===== config.mk =====
export PLATFORM = sky130hd
export DESIGN_NAME = memctrl_arb_flat
export DESIGN_NICKNAME = d
export VERILOG_FILES = /design/src/rtl/memctrl_arb_if.sv /design/src/rtl/memctrl_arb.sv /design/src/flat_wrapper.sv
export SDC_FILE = /design/constraint.sdc
export NUM_CORES = 1
export LEC_CHECK = 0
export CAP_MARGIN = 25
export CORE_AREA = 3 3 106 108
export DETAILED_ROUTE_END_ITERATION = 10
export DIE_AREA = 0 0 109 111
export DONT_BUFFER_PORTS = 1
export GPL_ROUTABILITY_DRIVEN = 0
export PLACE_DENSITY = 0.72
export SYNTH_ARGS = -nofsm -noshare
export SYNTH_HDL_FRONTEND = slang
export SYNTH_SLANG_ARGS = --single-unit

===== constraint.sdc =====
create_clock -name clk -period 2.75 [get_ports clk]
set_input_delay 0.55 -clock clk [delete_from_list [all_inputs] [get_ports clk]]
set_output_delay 0.55 -clock clk [all_outputs]
set_load 0.02 [all_outputs]

===== src/rtl/memctrl_arb_if.sv =====
// Core-side (fetch/data) and bus-side signals of memctrl_arb.
// master = controller view, slave = core/bus environment view.
interface memctrl_arb_if #(
  parameter int unsigned ADDR_W = 32,
  parameter int unsigned DATA_W = 32
);
  localparam int unsigned BE_W = DATA_W / 8;

  logic              i_req;
  logic [ADDR_W-1:0] i_addr;
  logic [DATA_W-1:0] i_rdata;
  logic              i_ack;
  logic              d_read;
  logic              d_write;
  logic [ADDR_W-1:0] d_addr;
  logic [DATA_W-1:0] d_wdata;
  logic [BE_W-1:0]   d_be;
  logic [DATA_W-1:0] d_rdata;
  logic              d_ack;
  logic [ADDR_W-1:0] bus_addr;
  logic [DATA_W-1:0] bus_wdata;
  logic [BE_W-1:0]   bus_be;
  logic              bus_read;
  logic              bus_write;
  logic [DATA_W-1:0] bus_rdata;
  logic              bus_busy;
  logic [1:0]        state;
  logic              err;

  modport master (
    input  i_req, i_addr, d_read, d_write, d_addr, d_wdata, d_be, bus_rdata, bus_busy,
    output i_rdata, i_ack, d_rdata, d_ack, bus_addr, bus_wdata, bus_be, bus_read, bus_write,
           state, err
  );

  modport slave (
    output i_req, i_addr, d_read, d_write, d_addr, d_wdata, d_be, bus_rdata, bus_busy,
    input  i_rdata, i_ack, d_rdata, d_ack, bus_addr, bus_wdata, bus_be, bus_read, bus_write,
           state, err
  );
endinterface


===== src/rtl/memctrl_arb.sv =====
// Two-port (fetch/data) memory controller arbitrating onto one bus master.
// Optional WAIT timeout abort enabled by defining MEMCTRL_TIMEOUT_EN.
module memctrl_arb #(
  parameter int unsigned ADDR_W         = 32,
  parameter int unsigned DATA_W         = 32,
  parameter int unsigned FIX_PRIORITY   = 0,
  parameter int unsigned TIMEOUT_CYCLES = 255
) (
  input logic           clk,
  input logic           rst,
  memctrl_arb_if.master mem_if
);
  localparam int unsigned BE_W = DATA_W / 8;
  localparam logic [ADDR_W-1:0] ADDR_MASK = ~ADDR_W'(BE_W - 1);

  typedef enum logic [1:0] {
    StIdle = 2'd0,
    StReq  = 2'd1,
    StWait = 2'd2,
    StDone = 2'd3
  } state_e;

  state_e            r_state, w_state;
  logic              r_grant_d, w_grant_d;
  logic              r_last_d, w_last_d;
  logic              r_write, w_write;
  logic [ADDR_W-1:0] r_bus_addr, w_bus_addr;
  logic [DATA_W-1:0] r_bus_wdata, w_bus_wdata;
  logic [BE_W-1:0]   r_bus_be, w_bus_be;
  logic              r_bus_read, w_bus_read;
  logic              r_bus_write, w_bus_write;
  logic [DATA_W-1:0] r_i_rdata, w_i_rdata;
  logic [DATA_W-1:0] r_d_rdata, w_d_rdata;
  logic              r_i_ack, w_i_ack;
  logic              r_d_ack, w_d_ack;
  logic              r_err, w_err;
  logic              w_d_req, w_pick_d;

`ifdef MEMCTRL_TIMEOUT_EN
  localparam int unsigned CNT_W = (TIMEOUT_CYCLES > 255) ? 16 : 8;
  logic [CNT_W-1:0] r_cnt, w_cnt;
`else
  logic w_unused_timeout;
  assign w_unused_timeout = |TIMEOUT_CYCLES;
`endif

  // A simultaneous read+write request is treated as a write.
  assign w_d_req = mem_if.d_read | mem_if.d_write;

  always_comb begin
    w_pick_d = w_d_req;
    if (w_d_req && mem_if.i_req) begin
      w_pick_d = (FIX_PRIORITY != 0) ? 1'b1 : ~r_last_d;
    end
  end

  always_comb begin
    w_state     = r_state;
    w_grant_d   = r_grant_d;
    w_last_d    = r_last_d;
    w_write     = r_write;
    w_bus_addr  = r_bus_addr;
    w_bus_wdata = r_bus_wdata;
    w_bus_be    = r_bus_be;
    w_bus_read  = 1'b0;
    w_bus_write = 1'b0;
    w_i_rdata   = r_i_rdata;
    w_d_rdata   = r_d_rdata;
    w_i_ack     = 1'b0;
    w_d_ack     = 1'b0;
    w_err       = r_err;
`ifdef MEMCTRL_TIMEOUT_EN
    w_cnt       = r_cnt;
`endif
    unique case (r_state)
      StIdle: begin
        w_err = 1'b0;
        if (mem_if.i_req || w_d_req) begin
          w_state   = StReq;
          w_grant_d = w_pick_d;
          w_last_d  = w_pick_d;
          if (w_pick_d) begin
            w_write     = mem_if.d_write;
            w_bus_addr  = mem_if.d_addr & ADDR_MASK;
            w_bus_wdata = mem_if.d_write ? mem_if.d_wdata : '0;
            w_bus_be    = mem_if.d_write ? mem_if.d_be : '1;
            w_bus_read  = ~mem_if.d_write;
            w_bus_write = mem_if.d_write;
          end else begin
            w_write     = 1'b0;
            w_bus_addr  = mem_if.i_addr & ADDR_MASK;
            w_bus_wdata = '0;
            w_bus_be    = '1;
            w_bus_read  = 1'b1;
          end
        end
      end
      StReq: begin
        w_state = StWait;
`ifdef MEMCTRL_TIMEOUT_EN
        w_cnt   = '0;
`endif
      end
      StWait: begin
        if (!mem_if.bus_busy) begin
          w_state = StDone;
          if (r_grant_d) begin
            w_d_ack = 1'b1;
            if (!r_write) w_d_rdata = mem_if.bus_rdata;
          end else begin
            w_i_ack   = 1'b1;
            w_i_rdata = mem_if.bus_rdata;
          end
        end
`ifdef MEMCTRL_TIMEOUT_EN
        else if (r_cnt == CNT_W'(TIMEOUT_CYCLES - 1)) begin
          w_state = StDone;
          w_err   = 1'b1;
          if (r_grant_d) begin
            w_d_ack   = 1'b1;
            w_d_rdata = '0;
          end else begin
            w_i_ack   = 1'b1;
            w_i_rdata = '0;
          end
        end else begin
          w_cnt = r_cnt + 1'b1;
        end
`endif
      end
      StDone: begin
        w_state = StIdle;
        w_err   = 1'b0;
      end
      default: w_state = StIdle;
    endcase
  end

  always_ff @(posedge clk) begin
    if (rst) begin
      r_state     <= StIdle;
      r_grant_d   <= 1'b0;
      r_last_d    <= 1'b0;
      r_write     <= 1'b0;
      r_bus_addr  <= '0;
      r_bus_wdata <= '0;
      r_bus_be    <= '0;
      r_bus_read  <= 1'b0;
      r_bus_write <= 1'b0;
      r_i_rdata   <= '0;
      r_d_rdata   <= '0;
      r_i_ack     <= 1'b0;
      r_d_ack     <= 1'b0;
      r_err       <= 1'b0;
`ifdef MEMCTRL_TIMEOUT_EN
      r_cnt       <= '0;
`endif
    end else begin
      r_state     <= w_state;
      r_grant_d   <= w_grant_d;
      r_last_d    <= w_last_d;
      r_write     <= w_write;
      r_bus_addr  <= w_bus_addr;
      r_bus_wdata <= w_bus_wdata;
      r_bus_be    <= w_bus_be;
      r_bus_read  <= w_bus_read;
      r_bus_write <= w_bus_write;
      r_i_rdata   <= w_i_rdata;
      r_d_rdata   <= w_d_rdata;
      r_i_ack     <= w_i_ack;
      r_d_ack     <= w_d_ack;
      r_err       <= w_err;
`ifdef MEMCTRL_TIMEOUT_EN
      r_cnt       <= w_cnt;
`endif
    end
  end

  assign mem_if.bus_addr  = r_bus_addr;
  assign mem_if.bus_wdata = r_bus_wdata;
  assign mem_if.bus_be    = r_bus_be;
  assign mem_if.bus_read  = r_bus_read;
  assign mem_if.bus_write = r_bus_write;
  assign mem_if.i_rdata   = r_i_rdata;
  assign mem_if.d_rdata   = r_d_rdata;
  assign mem_if.i_ack     = r_i_ack;
  assign mem_if.d_ack     = r_d_ack;
  assign mem_if.err       = r_err;
  assign mem_if.state     = r_state;
endmodule


===== src/flat_wrapper.sv =====
// flat-port wrapper written by rule: the top's interface ports become plain ports
module memctrl_arb_flat 
#(
  parameter int unsigned ADDR_W         = 32,
  parameter int unsigned DATA_W         = 32,
  parameter int unsigned FIX_PRIORITY   = 0,
  parameter int unsigned TIMEOUT_CYCLES = 255
)
  (clk, rst, mem_if_i_req, mem_if_i_addr, mem_if_d_read, mem_if_d_write, mem_if_d_addr, mem_if_d_wdata, mem_if_d_be, mem_if_bus_rdata, mem_if_bus_busy, mem_if_i_rdata, mem_if_i_ack, mem_if_d_rdata, mem_if_d_ack, mem_if_bus_addr, mem_if_bus_wdata, mem_if_bus_be, mem_if_bus_read, mem_if_bus_write, mem_if_state, mem_if_err);
  memctrl_arb_if #(.ADDR_W(ADDR_W), .DATA_W(DATA_W)) mem_if_i ();
  input logic clk;
  input logic rst;
  input wire logic [$bits(mem_if_i.i_req)-1:0] mem_if_i_req;
  input wire logic [$bits(mem_if_i.i_addr)-1:0] mem_if_i_addr;
  input wire logic [$bits(mem_if_i.d_read)-1:0] mem_if_d_read;
  input wire logic [$bits(mem_if_i.d_write)-1:0] mem_if_d_write;
  input wire logic [$bits(mem_if_i.d_addr)-1:0] mem_if_d_addr;
  input wire logic [$bits(mem_if_i.d_wdata)-1:0] mem_if_d_wdata;
  input wire logic [$bits(mem_if_i.d_be)-1:0] mem_if_d_be;
  input wire logic [$bits(mem_if_i.bus_rdata)-1:0] mem_if_bus_rdata;
  input wire logic [$bits(mem_if_i.bus_busy)-1:0] mem_if_bus_busy;
  output wire logic [$bits(mem_if_i.i_rdata)-1:0] mem_if_i_rdata;
  output wire logic [$bits(mem_if_i.i_ack)-1:0] mem_if_i_ack;
  output wire logic [$bits(mem_if_i.d_rdata)-1:0] mem_if_d_rdata;
  output wire logic [$bits(mem_if_i.d_ack)-1:0] mem_if_d_ack;
  output wire logic [$bits(mem_if_i.bus_addr)-1:0] mem_if_bus_addr;
  output wire logic [$bits(mem_if_i.bus_wdata)-1:0] mem_if_bus_wdata;
  output wire logic [$bits(mem_if_i.bus_be)-1:0] mem_if_bus_be;
  output wire logic [$bits(mem_if_i.bus_read)-1:0] mem_if_bus_read;
  output wire logic [$bits(mem_if_i.bus_write)-1:0] mem_if_bus_write;
  output wire logic [$bits(mem_if_i.state)-1:0] mem_if_state;
  output wire logic [$bits(mem_if_i.err)-1:0] mem_if_err;
  assign mem_if_i.i_req = mem_if_i_req;
  assign mem_if_i.i_addr = mem_if_i_addr;
  assign mem_if_i.d_read = mem_if_d_read;
  assign mem_if_i.d_write = mem_if_d_write;
  assign mem_if_i.d_addr = mem_if_d_addr;
  assign mem_if_i.d_wdata = mem_if_d_wdata;
  assign mem_if_i.d_be = mem_if_d_be;
  assign mem_if_i.bus_rdata = mem_if_bus_rdata;
  assign mem_if_i.bus_busy = mem_if_bus_busy;
  assign mem_if_i_rdata = mem_if_i.i_rdata;
  assign mem_if_i_ack = mem_if_i.i_ack;
  assign mem_if_d_rdata = mem_if_i.d_rdata;
  assign mem_if_d_ack = mem_if_i.d_ack;
  assign mem_if_bus_addr = mem_if_i.bus_addr;
  assign mem_if_bus_wdata = mem_if_i.bus_wdata;
  assign mem_if_bus_be = mem_if_i.bus_be;
  assign mem_if_bus_read = mem_if_i.bus_read;
  assign mem_if_bus_write = mem_if_i.bus_write;
  assign mem_if_state = mem_if_i.state;
  assign mem_if_err = mem_if_i.err;
  memctrl_arb #(.ADDR_W(ADDR_W), .DATA_W(DATA_W), .FIX_PRIORITY(FIX_PRIORITY), .TIMEOUT_CYCLES(TIMEOUT_CYCLES)) u_core (.clk(clk), .rst(rst), .mem_if(mem_if_i));
endmodule

==> flow_metrics.env <==
export IMPL_synth_area_um2=5000
export IMPL_timing_critical_path_slowest_stage_cell="sky130_fd_sc_hd__nor2_2"
export IMPL_die_area_um2=12100
export IMPL_busiest_layer="met2"
export IMPL_finalSetupViolCount=0
export IMPL_slew_headroom_pct=51.1
export IMPL_timing_worst_setup_path_type="flop to flop"
export IMPL_cts_sink_count=138
export IMPL_share_of_layout_cells_above_drive_strength_1_pct=8.79
export IMPL_status="finished, final reports clean"
export IMPL_grt_use_met2_pct=33.8
export IMPL_io_buffers=0
export IMPL_clk_transition_reported_paths_ns=0.06
export IMPL_critical_path_endpoint_type="flop"
export IMPL_clk_root_buffer_cell="sky130_fd_sc_hd__clkbuf_8"
export IMPL_power_report_internal_total_w=0.00411
export IMPL_ant_nets=0
export IMPL_hpwl_mm=9.14
export IMPL_placement_cell_area_um2=5040
export IMPL_p_switching_w=0.00230
export IMPL_antenna_found_initial=0
export IMPL_rsz_0062_raised_after_global_routing="false"
export IMPL_yosysSeqAreaShare_pct=55.3
export IMPL_num_antenna_cells=0
export IMPL_worst_path_largest_cell_delay_ns=0.57
export IMPL_drt_pre_antenna_iters=4
export IMPL_max_slew_worst_pin_slew_ns=0.733
export IMPL_worst_skew_pair_latency_ns=0.51
export IMPL_crit_path_cell_trace="inv_1, ha_1, o31a_1, nor2_2, buf_8, a22o_1"
export IMPL_num_vias=3984
export IMPL_fin_tns_setup_ns=0
export IMPL_synth_seq_cells=138
export IMPL_synth_most_common_cell="sky130_fd_sc_hd__nand2_1"
export IMPL_synth_ff_type="sky130_fd_sc_hd__dfxtp_1"
export IMPL_comb_power_share_pct=19.1
export IMPL_floorplan_initialDensity_pct=48.4
export IMPL_globalRouteOverflowTotal=0
export IMPL_synthesis_yosys_warnings=0
export IMPL_max_cap_viol_count=0
export IMPL_worstHoldPathType="primary input to flop"
export IMPL_io_pin_count=277
export IMPL_drt_initial_drc_count=335
export IMPL_grtUsageMet1_pct=23.6
export IMPL_share_seq_of_total_power_pct=48.0
export IMPL_grtUsageTotal_pct=20.4
export IMPL_post_synth_top_area_cell="sky130_fd_sc_hd__dfxtp_1"
export IMPL_max_clock_freq_mhz=481
export IMPL_synth_cell_type_count=30
export IMPL_peakVddDrop_v=0.000448
export IMPL_grt_max_degree=108
export IMPL_synth_largest_type_area_fraction_pct=55.3
export IMPL_cts_hold_fix_bufs=0
export IMPL_stdcell_area_um2=5600
export IMPL_cts_path_max_buffers=2
export IMPL_synthTopCellsByCount="sky130_fd_sc_hd__nand2_1 (160), sky130_fd_sc_hd__dfxtp_1 (138), sky130_fd_sc_hd__a21oi_1 (95)"
export IMPL_timing_critical_path_from_type="flop"
export IMPL_route_final_wire_length_mm=13.0
export IMPL_clock_skew_final_ns=0.0113
export IMPL_die_w_um=109
export IMPL_worstPathRequired_ns=3.20
export IMPL_number_of_enable_flip_flop_cells_after_synthesis=0
export IMPL_swShare_pct=35.9
export IMPL_power_clock_fraction_pct=32.9
export IMPL_final_period_minus_worst_setup_slack_ns=2.08
export IMPL_cts_tree="yes"
export IMPL_areaGrowthSynthToFinish_pct=12.1
export IMPL_cts_made_buffers=17
export IMPL_die_h_um=111
export IMPL_grt_pass1_vias=3763
export IMPL_synth_async_reset_ratio_pct=0
export IMPL_wire_length_of_the_first_global_routing_pass_mm=19.5
export IMPL_final_min_period_over_clock_period_pct=75.6
export IMPL_drt_drc_violations_left=0
export IMPL_grt_util_met3_pct=6.76
export IMPL_synth_top_cells_by_area="sky130_fd_sc_hd__dfxtp_1 (55%), sky130_fd_sc_hd__nand2_1 (12%), sky130_fd_sc_hd__a21oi_1 (9.5%)"
export IMPL_core_rowCount=37
export IMPL_post_cts_repair_resize_count=0
export IMPL_hold_violations=0
export IMPL_per_cell_via_count_in_the_routed_design=5.65
export IMPL_critical_path_arrival_ns=2.53
export IMPL_core_area_um2=10300
export IMPL_critPathMaxFanout=18
export IMPL_wl_per_cell_um=18.4
export IMPL_leakage_nw=2.01
export IMPL_timing_max_transition_violations_final=0
export IMPL_postSynthCellCount=575
export IMPL_cellPowerDensity_nw_per_um2=1140
export IMPL_cts_setup_buffers=0
export IMPL_num_nets_final=696
export IMPL_htreeDepth=4
export IMPL_syn_area_per_cell_um2=8.69
## logic make-up (layout without fill, tap and decap cells)
| family | Yosys count | count (layout) | synth area share, % |
|---|---|---|---|
| AND/OR/NAND/NOR | 216 | 216 | 17.6 |
| AO/OA/AOI/OAI | 165 | 165 | 21.2 |
| flip-flops | 138 | 138 | 55.3 |
| buffers and inverters | 52 | 44 | 5.13 |
| adder cells (fa/ha/maj) | 2 | 2 | 0.501 |
| other | 1 | 3 | 0.0751 |
| multiplexers | 1 | 1 | 0.200 |
## worst max-delay path, delay by kind of cell, from the launching register on
family | cells | cell delay [ns]
fa+ha+maj | 1 | 0.30
simple gates | 1 | 0.57
buf+inv | 2 | 0.35
compound gates | 2 | 0.30
flops | 1 | 0.49
## per-layer routing
metal,up-vias,routed length [um],share of wire [%]
met5,-,0,0
met4,0,288,2.2
met3,22,1450,11
met2,222,6360,49
met1,1828,4900,38
li1,1912,-,-
## stage by stage
stage                     hold WS (ns)  total power [W]  setup WS (ns)  cells  utilization (%)
after floorplan                  0.441          0.00407           1.02    577                -
after global placement           0.525          0.00427          0.485    672             48.7
after detailed placement         0.532          0.00436          0.636    673             48.8
after CTS                       0.0782          0.00649          0.622    705             54.2
after global routing            0.0886          0.00677          0.453    705             54.2
final                            0.111          0.00641          0.671    705             54.2
## cells in the final DEF, fill, tap and decap left out
cell,count
sky130_fd_sc_hd__nand2_1,160
sky130_fd_sc_hd__clkinv_4,3
sky130_fd_sc_hd__nor3b_2,1
sky130_fd_sc_hd__inv_6,2
sky130_fd_sc_hd__o31ai_4,1
sky130_fd_sc_hd__nor3b_1,1
sky130_fd_sc_hd__buf_8,1
sky130_fd_sc_hd__buf_4,9
sky130_fd_sc_hd__inv_1,2
sky130_fd_sc_hd__a21o_1,1
sky130_fd_sc_hd__clkinvlp_4,2
sky130_fd_sc_hd__a22o_1,32
sky130_fd_sc_hd__nand2b_1,2
sky130_fd_sc_hd__a211oi_1,30
sky130_fd_sc_hd__nor3b_4,1
sky130_fd_sc_hd__mux2i_1,1
sky130_fd_sc_hd__clkbuf_1,1
sky130_fd_sc_hd__bufinv_16,1
sky130_fd_sc_hd__or3b_2,1
sky130_fd_sc_hd__dfxtp_1,138
sky130_fd_sc_hd__clkinv_2,3
sky130_fd_sc_hd__inv_8,1
sky130_fd_sc_hd__ha_1,2
sky130_fd_sc_hd__a2bb2oi_2,1
sky130_fd_sc_hd__o31a_1,1
sky130_fd_sc_hd__a22oi_1,1
sky130_fd_sc_hd__nand4bb_1,1
sky130_fd_sc_hd__o21a_1,1
sky130_fd_sc_hd__o2bb2ai_2,1
sky130_fd_sc_hd__nor2_2,1
sky130_fd_sc_hd__conb_1,3
sky130_fd_sc_hd__a21oi_1,95
sky130_fd_sc_hd__nor2_1,37
sky130_fd_sc_hd__clkbuf_8,3
sky130_fd_sc_hd__nor4bb_1,1
sky130_fd_sc_hd__nor3_1,9
sky130_fd_sc_hd__clkbuf_16,16
sky130_fd_sc_hd__nor4bb_4,1
sky130_fd_sc_hd__a21bo_2,1
## path summary, 6_finish.rpt
kind	startpoint	end	slack, ns	depth (start not counted)
worst max-delay path	u_core.mem_if.state[0]$_SDFFE_PP0P_	u_core.mem_if.bus_wdata[31]$_SDFFE_PP0P_	0.67	6
worst min-delay path	rst	u_core.mem_if.bus_addr[13]$_SDFFE_PP0P_	0.11	1
worst max register to register	u_core.mem_if.state[0]$_SDFFE_PP0P_	u_core.mem_if.bus_wdata[31]$_SDFFE_PP0P_	0.67	6
worst min register to register	u_core.r_write$_SDFFE_PP0P_	u_core.r_write$_SDFFE_PP0P_	0.54	1
## state kept, by name, indices dropped and copies added (netlist names)
signal	cells
u_core.mem_if.bus_read	1
u_core.mem_if.bus_be	4
u_core.mem_if.bus_wdata	32
u_core.mem_if.i_rdata	32
u_core.mem_if.d_rdata	32
u_core.r_write	1
u_core.mem_if.i_ack	1
u_core.mem_if.bus_write	1
u_core.mem_if.state	2
u_core.r_last_d	1
u_core.mem_if.d_ack	1
u_core.mem_if.bus_addr	30
## final cells by class
class	instances	area, um2
clock buffer	20	445
clock inverter	12	115
fill	951	4720
inverter	2	7.51
multi-input combinational	387	2020
sequential	138	2760
tap	136	170
timing repair buffer	10	82.6
## power by group through the flow
stage / clock network [W] / logic, W / registers (W)
2_1_floorplan: 0 / 0.00104 / 0.00302
3_3_place_gp: 0 / 0.00115 / 0.00312
3_5_place_dp: 0 / 0.00124 / 0.00312
4_1_cts: 0.00217 / 0.00124 / 0.00308
5_1_grt: 0.00226 / 0.00139 / 0.00311
6_report: 0.00211 / 0.00123 / 0.00307
(Power assumes the default switching activity.)
